--- src/rtl/prm_obstacle_scan.sv ---
// Drives occupied-voxel indices onto the shared obstacle-checker bus and OR-accumulates
// the returned per-edge hit vectors into a blocked-edge mask for roadmap pruning.
module prm_obstacle_scan #(
    parameter int NUM_EDGES = 16,
    parameter int IDX_W     = 15,
    parameter int CNT_W     = 16
) (
    input  logic                 CLK,
    input  logic                 RST,
    input  logic                 start,
    input  logic                 vox_valid,
    output logic                 vox_ready,
    input  logic [IDX_W-1:0]     vox_idx,
    input  logic                 vox_last,
    output logic [IDX_W-1:0]     chk_idx,
    input  logic [NUM_EDGES-1:0] chk_hit,
    output logic [NUM_EDGES-1:0] blocked_mask,
    output logic [CNT_W-1:0]     vox_count,
    output logic                 busy,
    output logic                 done
);

    typedef enum logic [1:0] {IDLE, SCAN, DRAIN, DONE} state_t;

    localparam logic [CNT_W-1:0] CNT_MAX = '1;

    state_t                 state_reg, state_next;
    logic                   v1_reg, v2_reg;
    logic [NUM_EDGES-1:0]   hit_reg;
    logic [NUM_EDGES-1:0]   mask_next;
    logic                   xfer;
    logic                   clear;

    assign xfer  = vox_valid & vox_ready;
    assign clear = start & ((state_reg == IDLE) | (state_reg == DONE));

    always_ff @(posedge CLK or posedge RST) begin
        if (RST) state_reg <= IDLE;
        else     state_reg <= state_next;
    end

    always_comb begin
        state_next = state_reg;
        case (state_reg)
            IDLE:    if (start) state_next = SCAN;
            SCAN:    if (xfer && vox_last) state_next = DRAIN;
            DRAIN:   if (!v1_reg && !v2_reg) state_next = DONE;
            DONE:    state_next = start ? SCAN : IDLE;
            default: state_next = IDLE;
        endcase
    end

    always_comb begin
        vox_ready = 1'b0;
        busy      = 1'b0;
        done      = 1'b0;
        case (state_reg)
            SCAN:    begin vox_ready = 1'b1; busy = 1'b1; end
            DRAIN:   busy = 1'b1;
            DONE:    done = 1'b1;
            default: ;
        endcase
    end

    // Issue stage: chk_idx only moves on a real transfer so the checker bus stays quiet.
    always_ff @(posedge CLK or posedge RST) begin
        if (RST) begin
            chk_idx <= '0;
            v1_reg  <= 1'b0;
        end else begin
            v1_reg <= xfer;
            if (xfer) chk_idx <= vox_idx;
        end
    end

    always_ff @(posedge CLK or posedge RST) begin
        if (RST) begin
            hit_reg <= '0;
            v2_reg  <= 1'b0;
        end else begin
            v2_reg <= v1_reg;
            if (v1_reg) hit_reg <= chk_hit;
        end
    end

    for (genvar gi = 0; gi < NUM_EDGES; gi++) begin : g_acc
        assign mask_next[gi] = clear ? 1'b0 : (blocked_mask[gi] | (v2_reg & hit_reg[gi]));
    end

    always_ff @(posedge CLK or posedge RST) begin
        if (RST) blocked_mask <= '0;
        else     blocked_mask <= mask_next;
    end

    // A transfer can never coincide with clear: vox_ready is low in IDLE and DONE.
    always_ff @(posedge CLK or posedge RST) begin
        if (RST)                              vox_count <= '0;
        else if (clear)                       vox_count <= '0;
        else if (xfer && vox_count != CNT_MAX) vox_count <= vox_count + 1'b1;
    end

endmodule

--- config.mk ---
export PLATFORM = sky130hd
export DESIGN_NAME = prm_obstacle_scan
export DESIGN_NICKNAME = d
export VERILOG_FILES = /design/src/rtl/prm_obstacle_scan.sv
export SDC_FILE = /design/constraint.sdc
export NUM_CORES = 1
export LEC_CHECK = 0
export BUFFER_PORTS_ARGS = -buffer_cell sky130_fd_sc_hd__buf_2
export CAP_MARGIN = 20
export CORE_AREA = 2 2 83 85
export DETAILED_ROUTE_END_ITERATION = 16
export DIE_AREA = 0 0 85 87
export PLACE_DENSITY = 0.72
export SLEW_MARGIN = 20
export SYNTH_ARGS = -nofsm -noshare
export SYNTH_HDL_FRONTEND = slang
export SYNTH_SLANG_ARGS = --single-unit
--- constraint.sdc ---
create_clock -name CLK -period 2 [get_ports CLK]
set_input_delay 0.4 -clock CLK [delete_from_list [all_inputs] [get_ports CLK]]
set_output_delay 0.4 -clock CLK [all_outputs]
set_load 0.02 [all_outputs]
==> results of run 1 <==
## metal layers
layer  part of all wire  up-vias  track usage
li1                   -     1131            -
met1               0.45     1117        0.249
met2               0.49       60        0.298
met3              0.051        5       0.0502
met4              0.013        0       0.0866
met5                  0        -            0
## kinds of logic after synthesis
logic type                 synth area share
AOI/OAI and AO/OA                     0.111
DFF                                   0.583
xor gates and xnor gates            0.00305
adders and majority gates            0.0261
and+or+nand+nor                       0.173
muxes                                0.0666
buffers and inverters                0.0365
## cell type report
class / instances / area [um2]
clock buffers: 12 / 135
clock inverters: 3 / 40.0
fillers: 576 / 2960
inverters: 6 / 26.3
multi-input cells: 181 / 1110
flip-flops and latches: 67 / 1680
well taps: 80 / 100
repair buffers: 96 / 520
## final timing paths
check	slack, ns	from	endpoint	cells past startpoint
worst max-delay path	0.10	state_reg[1]	vox_count[7]	6
worst min-delay path	0.11	RST	blocked_mask[12]	2
worst max register to register	0.10	state_reg[1]	vox_count[7]	6
worst min register to register	0.47	chk_idx[3]	chk_idx[3]	2
max in group asynchronous	1.32	RST	vox_count[11]	3
min in group CLK	0.24	vox_idx[0]	chk_idx[0]	3
## through the flow
| stage | hold WS (ns) | cell area [um2] | power [mW] |
|---|---|---|---|
| after floorplan | 0.352 | 2880 | 3.35 |
| final | 0.108 | 3610 | 5.01 |
| after detailed placement | 0.459 | 3400 | 3.97 |
| after CTS | 0.126 | 3580 | 5.04 |
| after global placement | 0.453 | 3400 | 3.90 |
| after global routing | 0.147 | 3610 | 5.38 |
## cell usage after synthesis, types with 3 or more instances
master                     number  share of area
sky130_fd_sc_hd__dfrtp_1       67           0.58
sky130_fd_sc_hd__nand2_1       52          0.068
sky130_fd_sc_hd__a21oi_1       28          0.049
sky130_fd_sc_hd__nor2_1        20          0.026
sky130_fd_sc_hd__mux2_2        17          0.067
sky130_fd_sc_hd__clkbuf_1      10          0.013
sky130_fd_sc_hd__ha_1           6          0.026
sky130_fd_sc_hd__inv_1          6         0.0078
sky130_fd_sc_hd__nand3_1        6          0.010
sky130_fd_sc_hd__nand4_1        6          0.013
sky130_fd_sc_hd__o21ai_0        5         0.0087
sky130_fd_sc_hd__or3_1          5          0.011
sky130_fd_sc_hd__and4_1         4          0.012
sky130_fd_sc_hd__o31ai_1        4          0.010
sky130_fd_sc_hd__or4_1          4          0.010
sky130_fd_sc_hd__nand2b_1       3         0.0065
sky130_fd_sc_hd__o21a_1         3         0.0078
sky130_fd_sc_hd__o41ai_1        3         0.0091
## where the power goes
group	internal [mW]	switching (mW)
Clock	0.566	0.490
Sequential	1.82	0.253
Combinational	0.745	1.14
## timing repair
action | CTS | global route
gates resized for setup | 1 | 4
setup buffers | 0 | 2
endpoints found under the setup margin | 1 | 3
pin swaps | 0 | 0
==> implementation parameters, run 1 <==
Parameter                              Value

Final layout
  Fraction of layout cells with a size suffix above 1    0.370
  Most common library cell in the layout ignoring fill and taps    sky130_fd_sc_hd__buf_2
  Utilization of the core after routing    0.550
  Non-filler cells, final    445
  Ant. Diodes    0
  Top library cells by usage in the layout, fill and taps aside    85 x sky130_fd_sc_hd__buf_2, 67 x sky130_fd_sc_hd__dfrtp_1, 52 x sky130_fd_sc_hd__nand2_1, 27 x sky130_fd_sc_hd__a21oi_1, 19 x sky130_fd_sc_hd__nor2_1
  Final-stage net count    403
  Area growth from synthesis to final layout    25.5%

GRT
  Global-route total usage across every layer    0.190
  Initial antenna violation count    0
  Wire length of the first global-routing pass    10,900 um
  Via count of the first global-routing pass    2,262
  Pin count of the biggest net entering global routing    32
  Global-route congestion overflow total    0

Yosys
  Gate Count Post-Synth    269
  Number of storage elements in the synthesis netlist    67
  Number of warnings printed during yosys synthesis    0
  Post-synth design cell area    2880 um2
  Sequential-to-total area share from yosys stat    0.583
  Async set-or-reset flop fraction in the synthesized netlist    1.00
  Predominant post-synthesis flop cell    sky130_fd_sc_hd__dfrtp_1
  Count of distinct cell types in the synthesized netlist    34
  Number of enable-type register cells in the synthesized netlist    0
  Post-Synthesis Mean Instance Area    10.7 um2
  Post-synthesis net count    311

Pwr
  Standby leakage power    1.85 nW
  Total power divided by cell area    1390 nW/um2
  IR drop worst, VDD    573 uV

STA
  Remaining max-slew budget at the tightest pin    0.621
  Final Critical Period    1.90 ns
  Worst path setup slack after routing    0.103 ns
  Maximum frequency from static timing analysis    527 MHz
  Transition time at the pin with the least slew margin    0.554 ns
  Final critical-path share of the clock period    0.949
  Final hold violation count    0
  Total negative slack for setup checks    0 ns
  Setup Skew    0.00634 ns
  Unrepaired setup endpoints after global routing    no
  Max-slew violation count    0
  Total of endpoints with negative setup slack in the final report    0

Clock network
  TritonCTS clock tree    built
  Sink count of the clock tree    67
  Cts bufs inserted    9
  Clock latency of the later-clocked register in the worst-skew pair    0.34 ns
  Post-CTS Hold Buffers    0
  Max Buffers Root-to-Sink    2
  Number of H-tree branching levels    3
  Buffer type at the clock tree root    sky130_fd_sc_hd__clkbuf_8
  Worst-path clk slew    0.07 ns

Die
  Starting density of the core    0.438
  Height of the die    87 um
  Area enclosed by the die boundary    7400 um2
  Floorplan row count    30
  Core region area    6570 um2
  IO Pins    86
  Die boundary width    85 um

Place
  Pre-CTS setup slack    0.0527 ns
  Gp weighted congestion    0.852
  Port bufs    85
  Post-detail-place hpwl    4520 um
  Placed insts    428

Critical path
  Worst endpoint required time    2.28 ns
  Max FO, Critical Path    5
  Class of the most critical setup path    register to register
  Startpoint types    register
  Family with the most delay on the worst path    simple AND/OR/NAND/NOR gates
  Critical path buffer and inverter count    1
  Cells along the critical path    inv_2, ha_2, nand2_1, or4b_4, or3_4, a21oi_2
  Nature of the critical path endpoint    register
  Arrival time at the worst endpoint    2.18 ns
  Delay contributed by the slowest stage of the critical path    0.53 ns
  Worst-path cell with the longest stage delay    sky130_fd_sc_hd__or4b_4

Routing
  Final wirelength    6610 um
  Initial detailed-routing violation count    95
  DRC violation count after routing    0
  Number of detailed-route iterations in the first pass    5
  Detail-routed net length per standard cell    14.8 um
  Via count of the routed design    2,313
  Antenna viol nets, final    0
  Mean number of vias per cell    5.20

Hold path
  Hold/Removal Path Class    input port to asynchronous set/reset pin

Flow run
  Maximum Capacitance Violations    0

Status
  Result of the run    completed
Power figures use the tool's default switching activity.
==> run 2, diff against run 1 <==
- CELL_PAD_IN_SITES_DETAIL_PLACEMENT: not set -> 2
- CELL_PAD_IN_SITES_GLOBAL_PLACEMENT: not set -> 2
- CORE_AREA: 2 2 83 85 -> 2 2 105 107
- DIE_AREA: 0 0 85 87 -> 0 0 107 109
==> run 2 against run 1 <==
Compared with the run above:
- clock power is 23% higher
- non-clock buffer count increased by 2
- power grew 6.6%
- die area up 58%
- combinational power increased by 5%
- flip-flop and latch count did not move
- largest power group unchanged
==> implementation parameters, run 2 (synthesis results as in run 1) <==
Parameter                              Value

Critical path
  Launching element of the worst setup path    state_reg[0]
  Startpoint types    register
  Arrival time at the worst endpoint    1.48 ns (-0.70 ns)
  Cells along the critical path    inv_1, ha_1, buf_2
  Worst reg-to-reg path cell count    6 (unchanged)
  R2R setup slack    0.13 ns (+0.03 ns)
  Class of the most critical setup path    register to output port
  Worst flop-to-flop path startpoint    state_reg[1]
  Destination of the worst register-to-register timing path    vox_count[7]
  Nature of the critical path endpoint    output port
  Max FO, Critical Path    5 (unchanged)
  Worst-path cell with the longest stage delay    sky130_fd_sc_hd__dfrtp_1
  Endpoint of the worst setup timing path    busy
  Worst endpoint required time    1.60 ns (-0.68 ns)
  Delay contributed by the slowest stage of the critical path    0.42 ns (-0.11 ns)

Final layout
  Utilization of the core after routing    0.354 (-0.195)
  Footprint of the flip-flops and latches    1680 um2 (unchanged)
  Fraction of layout cells with a size suffix above 1    0.370 (about the same)
  Ant. Diodes    0 (unchanged)
  Area occupied by multi-input gates    1110 um2 (-0.23%)
  Final-stage net count    405 (+0.50%)
  Top library cells by usage in the layout, fill and taps aside    85 x sky130_fd_sc_hd__buf_2, 67 x sky130_fd_sc_hd__dfrtp_1, 52 x sky130_fd_sc_hd__nand2_1, 28 x sky130_fd_sc_hd__a21oi_1, 19 x sky130_fd_sc_hd__nor2_1
  Most common library cell in the layout ignoring fill and taps    sky130_fd_sc_hd__buf_2
  Number of inserted filler cells in the final layout    1,202 (+110%)
  Area growth from synthesis to final layout    30.7%

STA
  Final Critical Period    1.88 ns (-0.0199 ns)
  Final critical-path share of the clock period    0.939 (-0.00996)
  Max-slew violation count    0 (unchanged)
  Total negative slack for setup checks    0 ns (unchanged)
  Transition time at the pin with the least slew margin    0.527 ns (-0.0264 ns)
  Final hold violation count    0 (unchanged)
  Setup Skew    0.0122 ns (+0.00586 ns)
  Fin Hold WS    0.0965 ns (-0.0111 ns)
  Remaining max-slew budget at the tightest pin    0.648 (+0.0264)
  Total of endpoints with negative setup slack in the final report    0 (unchanged)
  Maximum frequency from static timing analysis    533 MHz (+1.1%)

GRT
  Initial antenna violation count    0 (unchanged)
  Via count of the first global-routing pass    2,613 (+16%)
  Pin count of the biggest net entering global routing    28 (-13%)
  Global-route total usage across every layer    0.153 (-0.0378)
  Global-route congestion overflow total    0 (unchanged)
  Wire length of the first global-routing pass    13,600 um (+25%)

Routing
  Initial detailed-routing violation count    59 (-38%)
  Detail-routed net length per standard cell    16.4 um (+11%)
  Antenna viol nets, final    0 (unchanged)
  Mean number of vias per cell    4.83 (-7.1%)
  DRC violation count after routing    0 (unchanged)
  Final wirelength    8340 um (+26%)
  Via count of the routed design    2,453 (+6.1%)
  Number of detailed-route iterations in the first pass    4 (-1)

Clock network
  Number of H-tree branching levels    3 (unchanged)
  Sink count of the clock tree    67 (unchanged)
  Max Buffers Root-to-Sink    2 (unchanged)
  TritonCTS clock tree    built
  Cts bufs inserted    9 (unchanged)
  Clock latency of the later-clocked register in the worst-skew pair    0.35 ns (about the same)
  Worst-path clk slew    0.09 ns (+0.02 ns)
  Post-CTS Hold Buffers    0 (unchanged)
  Buffer type at the clock tree root    sky130_fd_sc_hd__clkbuf_8

Pwr
  Standby leakage power    1.89 nW (+1.9%)
  Total power divided by cell area    1420 nW/um2 (+2.4%)
  IR drop worst, VDD    477 uV (-17%)

Status
  Result of the run    completed

Die
  Die boundary width    107 um (+26%)
  IO Pins    86 (unchanged)
  Area enclosed by the die boundary    11,700 um2 (+58%)
  Height of the die    109 um (+25%)
  Core region area    10,600 um2 (+61%)
  Starting density of the core    0.271 (-0.167)
  Floorplan row count    38 (+27%)

Hold path
  Hold/Removal Path Class    input port to asynchronous set/reset pin

Place
  Gp weighted congestion    0.728 (-15%)
  Port bufs    85 (unchanged)
  Post-detail-place hpwl    5940 um (+31%)

Flow run
  Maximum Capacitance Violations    0 (unchanged)
[run 2: report_power, final]
group / switching (mW) / internal (mW)
registers: 0.262 / 1.81
clock network: 0.581 / 0.719
logic: 1.20 / 0.766
[run 2: cell type report]
cell class | count | area share
Tap cell | 140 | 0.0466
Sequential cell | 67 | 0.446
Clock buffer | 10 | 0.0340
Inverter | 6 | 0.00699
Multi-Input combinational cell | 181 | 0.295
Clock inverter | 6 | 0.0253
Timing Repair Buffer | 98 | 0.146
[run 2: layer usage]
layer	global-route usage	vias to the layer above	share of wire
met2	0.267	58	0.52
met3	0.0484	7	0.046
met5	0	-	0
met1	0.185	1258	0.43
met4	0.0334	0	0.0068
li1	-	1130	-
[run 2: what timing repair did]
item                                   CTS  global route
endpoints found under the hold margin    0             0
resized for setup                        1             1
setup buffers                            0             2
setup endpoints to repair                1             3
[run 2: stage by stage]
| step | cell area [um2] | worst slack (ns) | cells | power (mW) |
|---|---|---|---|---|
| finish | 3760 | 0.122 | 508 | 5.34 |
| floorplan | 2880 | 0.0400 | 269 | 3.35 |
| detailed placement | 3510 | 0.0233 | 490 | 4.07 |
| global route | 3760 | -0.00491 | 508 | 5.76 |
| CTS | 3730 | 0.0294 | 506 | 5.41 |
| global placement | 3510 | 0.137 | 490 | 3.99 |
[run 2: worst min-delay path by stage]
stage                     slack (ns)  cells past startpoint  startpoint          to
final                            0.1                      2         RST  chk_idx[7]
after global placement          0.46                      2  chk_idx[9]  chk_idx[9]
after detailed placement        0.47                      2  chk_idx[8]  chk_idx[8]
after global routing             0.1                      2         RST  chk_idx[4]
after CTS                       0.09                      2         RST  chk_idx[7]
after floorplan                 0.35                      0      v1_reg      v2_reg
[run 2: critical path: cells and delay by family (launching register included)]
kind | cells | cell delay (ns)
DFF | 1 | 0.42
buffers and inverters | 2 | 0.32
adders and majority gates | 1 | 0.39
==> run 3, diff against run 2 <==
- PLACE_DENSITY: 0.72 -> 0.74
==> run 3 against run 2 <==
Compared with the run above:
- clock power decreased by 21%
- critical endpoint is now vox_count[7]
- worst setup slack got worse by 0.0061 ns
- final cell count decreased by 0.59%
- combinational power about the same
==> implementation parameters, run 3 (synthesis results as in run 1) <==
Parameter                              Value

Final layout
  Final-stage net count    402 (-0.74%)
  Area growth from synthesis to final layout    27.8%
  Ant. Diodes    0 (unchanged)
  Footprint of the flip-flops and latches    1680 um2 (unchanged)
  Number of inserted filler cells in the final layout    1,199 (-0.25%)
  Fraction of layout cells with a size suffix above 1    0.370 (about the same)
  Area occupied by multi-input gates    1110 um2 (unchanged)
  Top library cells by usage in the layout, fill and taps aside    85 x sky130_fd_sc_hd__buf_2, 67 x sky130_fd_sc_hd__dfrtp_1, 52 x sky130_fd_sc_hd__nand2_1, 28 x sky130_fd_sc_hd__a21oi_1, 19 x sky130_fd_sc_hd__nor2_1
  Non-filler cells, final    505 (-0.59%)
  Most common library cell in the layout ignoring fill and taps    sky130_fd_sc_hd__buf_2

Critical path
  Worst endpoint required time    2.26 ns (+0.66 ns)
  Arrival time at the worst endpoint    2.14 ns (+0.66 ns)
  Worst-path cell with the longest stage delay    sky130_fd_sc_hd__or4b_1
  Max FO, Critical Path    5 (unchanged)
  Startpoint types    register
  Nature of the critical path endpoint    register
  Delay contributed by the slowest stage of the critical path    0.51 ns (+0.09 ns)
  Class of the most critical setup path    register to register
  Cells along the critical path    inv_1, ha_4, nand2_1, or4b_1, or3_1, a21oi_1

Clock network
  TritonCTS clock tree    built
  Cts bufs inserted    9 (unchanged)
  Post-CTS sizing    0 (-1)
  Max Buffers Root-to-Sink    2 (unchanged)
  Sink count of the clock tree    67 (unchanged)
  Clock latency of the later-clocked register in the worst-skew pair    0.35 ns (about the same)
  Postcts setup bufs    0 (unchanged)
  Number of H-tree branching levels    3 (unchanged)
  Buffer type at the clock tree root    sky130_fd_sc_hd__clkbuf_8
  Worst-path clk slew    0.08 ns (about the same)
  Post-CTS Hold Buffers    0 (unchanged)

Die
  IO Pins    86 (unchanged)
  Core region area    10,600 um2 (unchanged)
  Starting density of the core    0.271 (unchanged)
  Floorplan row count    38 (unchanged)
  Die boundary width    107 um (unchanged)
  Area enclosed by the die boundary    11,700 um2 (unchanged)
  Height of the die    109 um (unchanged)

Routing
  Number of detailed-route iterations in the first pass    4 (unchanged)
  Detail-routed net length per standard cell    16.5 um (+0.58%)
  Initial detailed-routing violation count    50 (-15%)
  Via count of the routed design    2,441 (-0.49%)
  Mean number of vias per cell    4.83 (+0.10%)
  Antenna viol nets, final    0 (unchanged)
  Final wirelength    8340 um (about the same)
  DRC violation count after routing    0 (unchanged)

Pwr
  Share of power burned in registers    0.413 (+0.025)
  Total power divided by cell area    1380 nW/um2 (-3.2%)
  Logic gate share of total power    0.384 (+0.016)
  Switching share of total power    0.403 (+0.0210)
  Standby leakage power    1.84 nW (-2.4%)
  Sw Pwr    2.04 mW (-0.17%)
  IR drop worst, VDD    516 uV (+8.1%)
  Internal cell power    3.02 mW (-8.6%)
  Share of power burned in the clock network    0.203 (-0.040)
  Total power draw    5.06 mW (-5.4%)

Place
  Post-detail-place hpwl    6000 um (+0.95%)
  Gp weighted congestion    0.771 (+5.9%)
  Placed insts    489 (-0.20%)
  Port bufs    85 (unchanged)

GRT
  Global-route congestion overflow total    0 (unchanged)
  Wire length of the first global-routing pass    14,000 um (+2.5%)
  Global-route total usage across every layer    0.156 (+0.00328)
  Via count of the first global-routing pass    2,688 (+2.9%)
  Initial antenna violation count    0 (unchanged)
  Pin count of the biggest net entering global routing    68 (+140%)

Status
  Result of the run    completed

STA
  Final Critical Period    1.88 ns (+0.00610 ns)
  Transition time at the pin with the least slew margin    0.506 ns (-0.0209 ns)
  Unrepaired setup endpoints after global routing    no
  Final hold violation count    0 (unchanged)
  Total negative slack for setup checks    0 ns (unchanged)
  Setup Skew    0.0145 ns (+0.00228 ns)
  Max-slew violation count    0 (unchanged)
  Maximum frequency from static timing analysis    531 MHz (-0.32%)
  Final critical-path share of the clock period    0.942 (+0.00305)
  Remaining max-slew budget at the tightest pin    0.654 (+0.00596)
  Total of endpoints with negative setup slack in the final report    0 (unchanged)

Flow run
  Maximum Capacitance Violations    0 (unchanged)

Hold path
  Hold/Removal Path Class    input port to asynchronous set/reset pin
[run 3: changes by cell type in the layout (fill, tap and decap cells not counted)]
cell	previous run	this run
sky130_fd_sc_hd__buf_12	2	1
sky130_fd_sc_hd__buf_4	11	9
sky130_fd_sc_hd__bufinv_16	2	0
sky130_fd_sc_hd__clkbuf_1	1	0
sky130_fd_sc_hd__clkinv_2	0	2
sky130_fd_sc_hd__clkinvlp_4	1	3
sky130_fd_sc_hd__inv_1	5	4
sky130_fd_sc_hd__inv_2	0	1
sky130_fd_sc_hd__inv_6	3	2
[run 3: path summary, 6_finish.rpt]
kind	start	to	slack (ns)	cells after the start
worst max-delay path	state_reg[1]	vox_count[7]	0.12	6
worst min-delay path	RST	chk_idx[12]	0.14	3
worst max register to register	state_reg[1]	vox_count[7]	0.12	6
worst min register to register	chk_idx[10]	chk_idx[10]	0.48	2
max in group asynchronous	RST	state_reg[0]	1.55	3
min in group CLK	vox_idx[9]	chk_idx[9]	0.24	3
[run 3: worst max-delay path: cells and delay by family, from the launching register on]
kind	cells	cell delay, ns
flip-flops	1	0.42
AND/OR/NAND/NOR	3	0.89
buffers and inverters	1	0.14
AO/OA/AOI/OAI	1	0.17
adder cells (fa/ha/maj)	1	0.17
[run 3: layer usage]
layer | track usage | vias up | share of wire
met5 | 0 | - | 0
met4 | 0.0473 | 0 | 0.016
met3 | 0.0377 | 12 | 0.041
met2 | 0.292 | 55 | 0.54
met1 | 0.175 | 1249 | 0.41
li1 | - | 1125 | -
[run 3: area by class of cell]
class                   instances  share of cell area
repair buffers                 95               0.140
well taps                     140              0.0477
inverters                       6             0.00715
multi-input cells             181               0.302
flip-flops and latches         67               0.456
clock inverters                 7              0.0140
clock buffers                   9              0.0337
[run 3: power by group through the flow]
stage | Clock (mW) | Sequential, mW | Combinational, mW
final | 1.03 | 2.09 | 1.94
after detailed placement | 0 | 2.12 | 1.98
after global routing | 1.13 | 2.17 | 2.17
after global placement | 0 | 2.09 | 1.91
after CTS | 1.08 | 2.10 | 1.98
after floorplan | 0 | 2.36 | 0.983
[run 3: stage by stage]
step / hold slack [ns] / util / cell area, um2 / worst slack, ns
floorplan: 0.352 / - / 2880 / 0.0400
global placement: 0.463 / 0.329 / 3490 / 0.173
detailed placement: 0.465 / 0.329 / 3490 / 0.0476
CTS: 0.147 / 0.345 / 3660 / 0.0332
global route: 0.164 / 0.347 / 3670 / 0.00765
finish: 0.141 / 0.347 / 3670 / 0.116
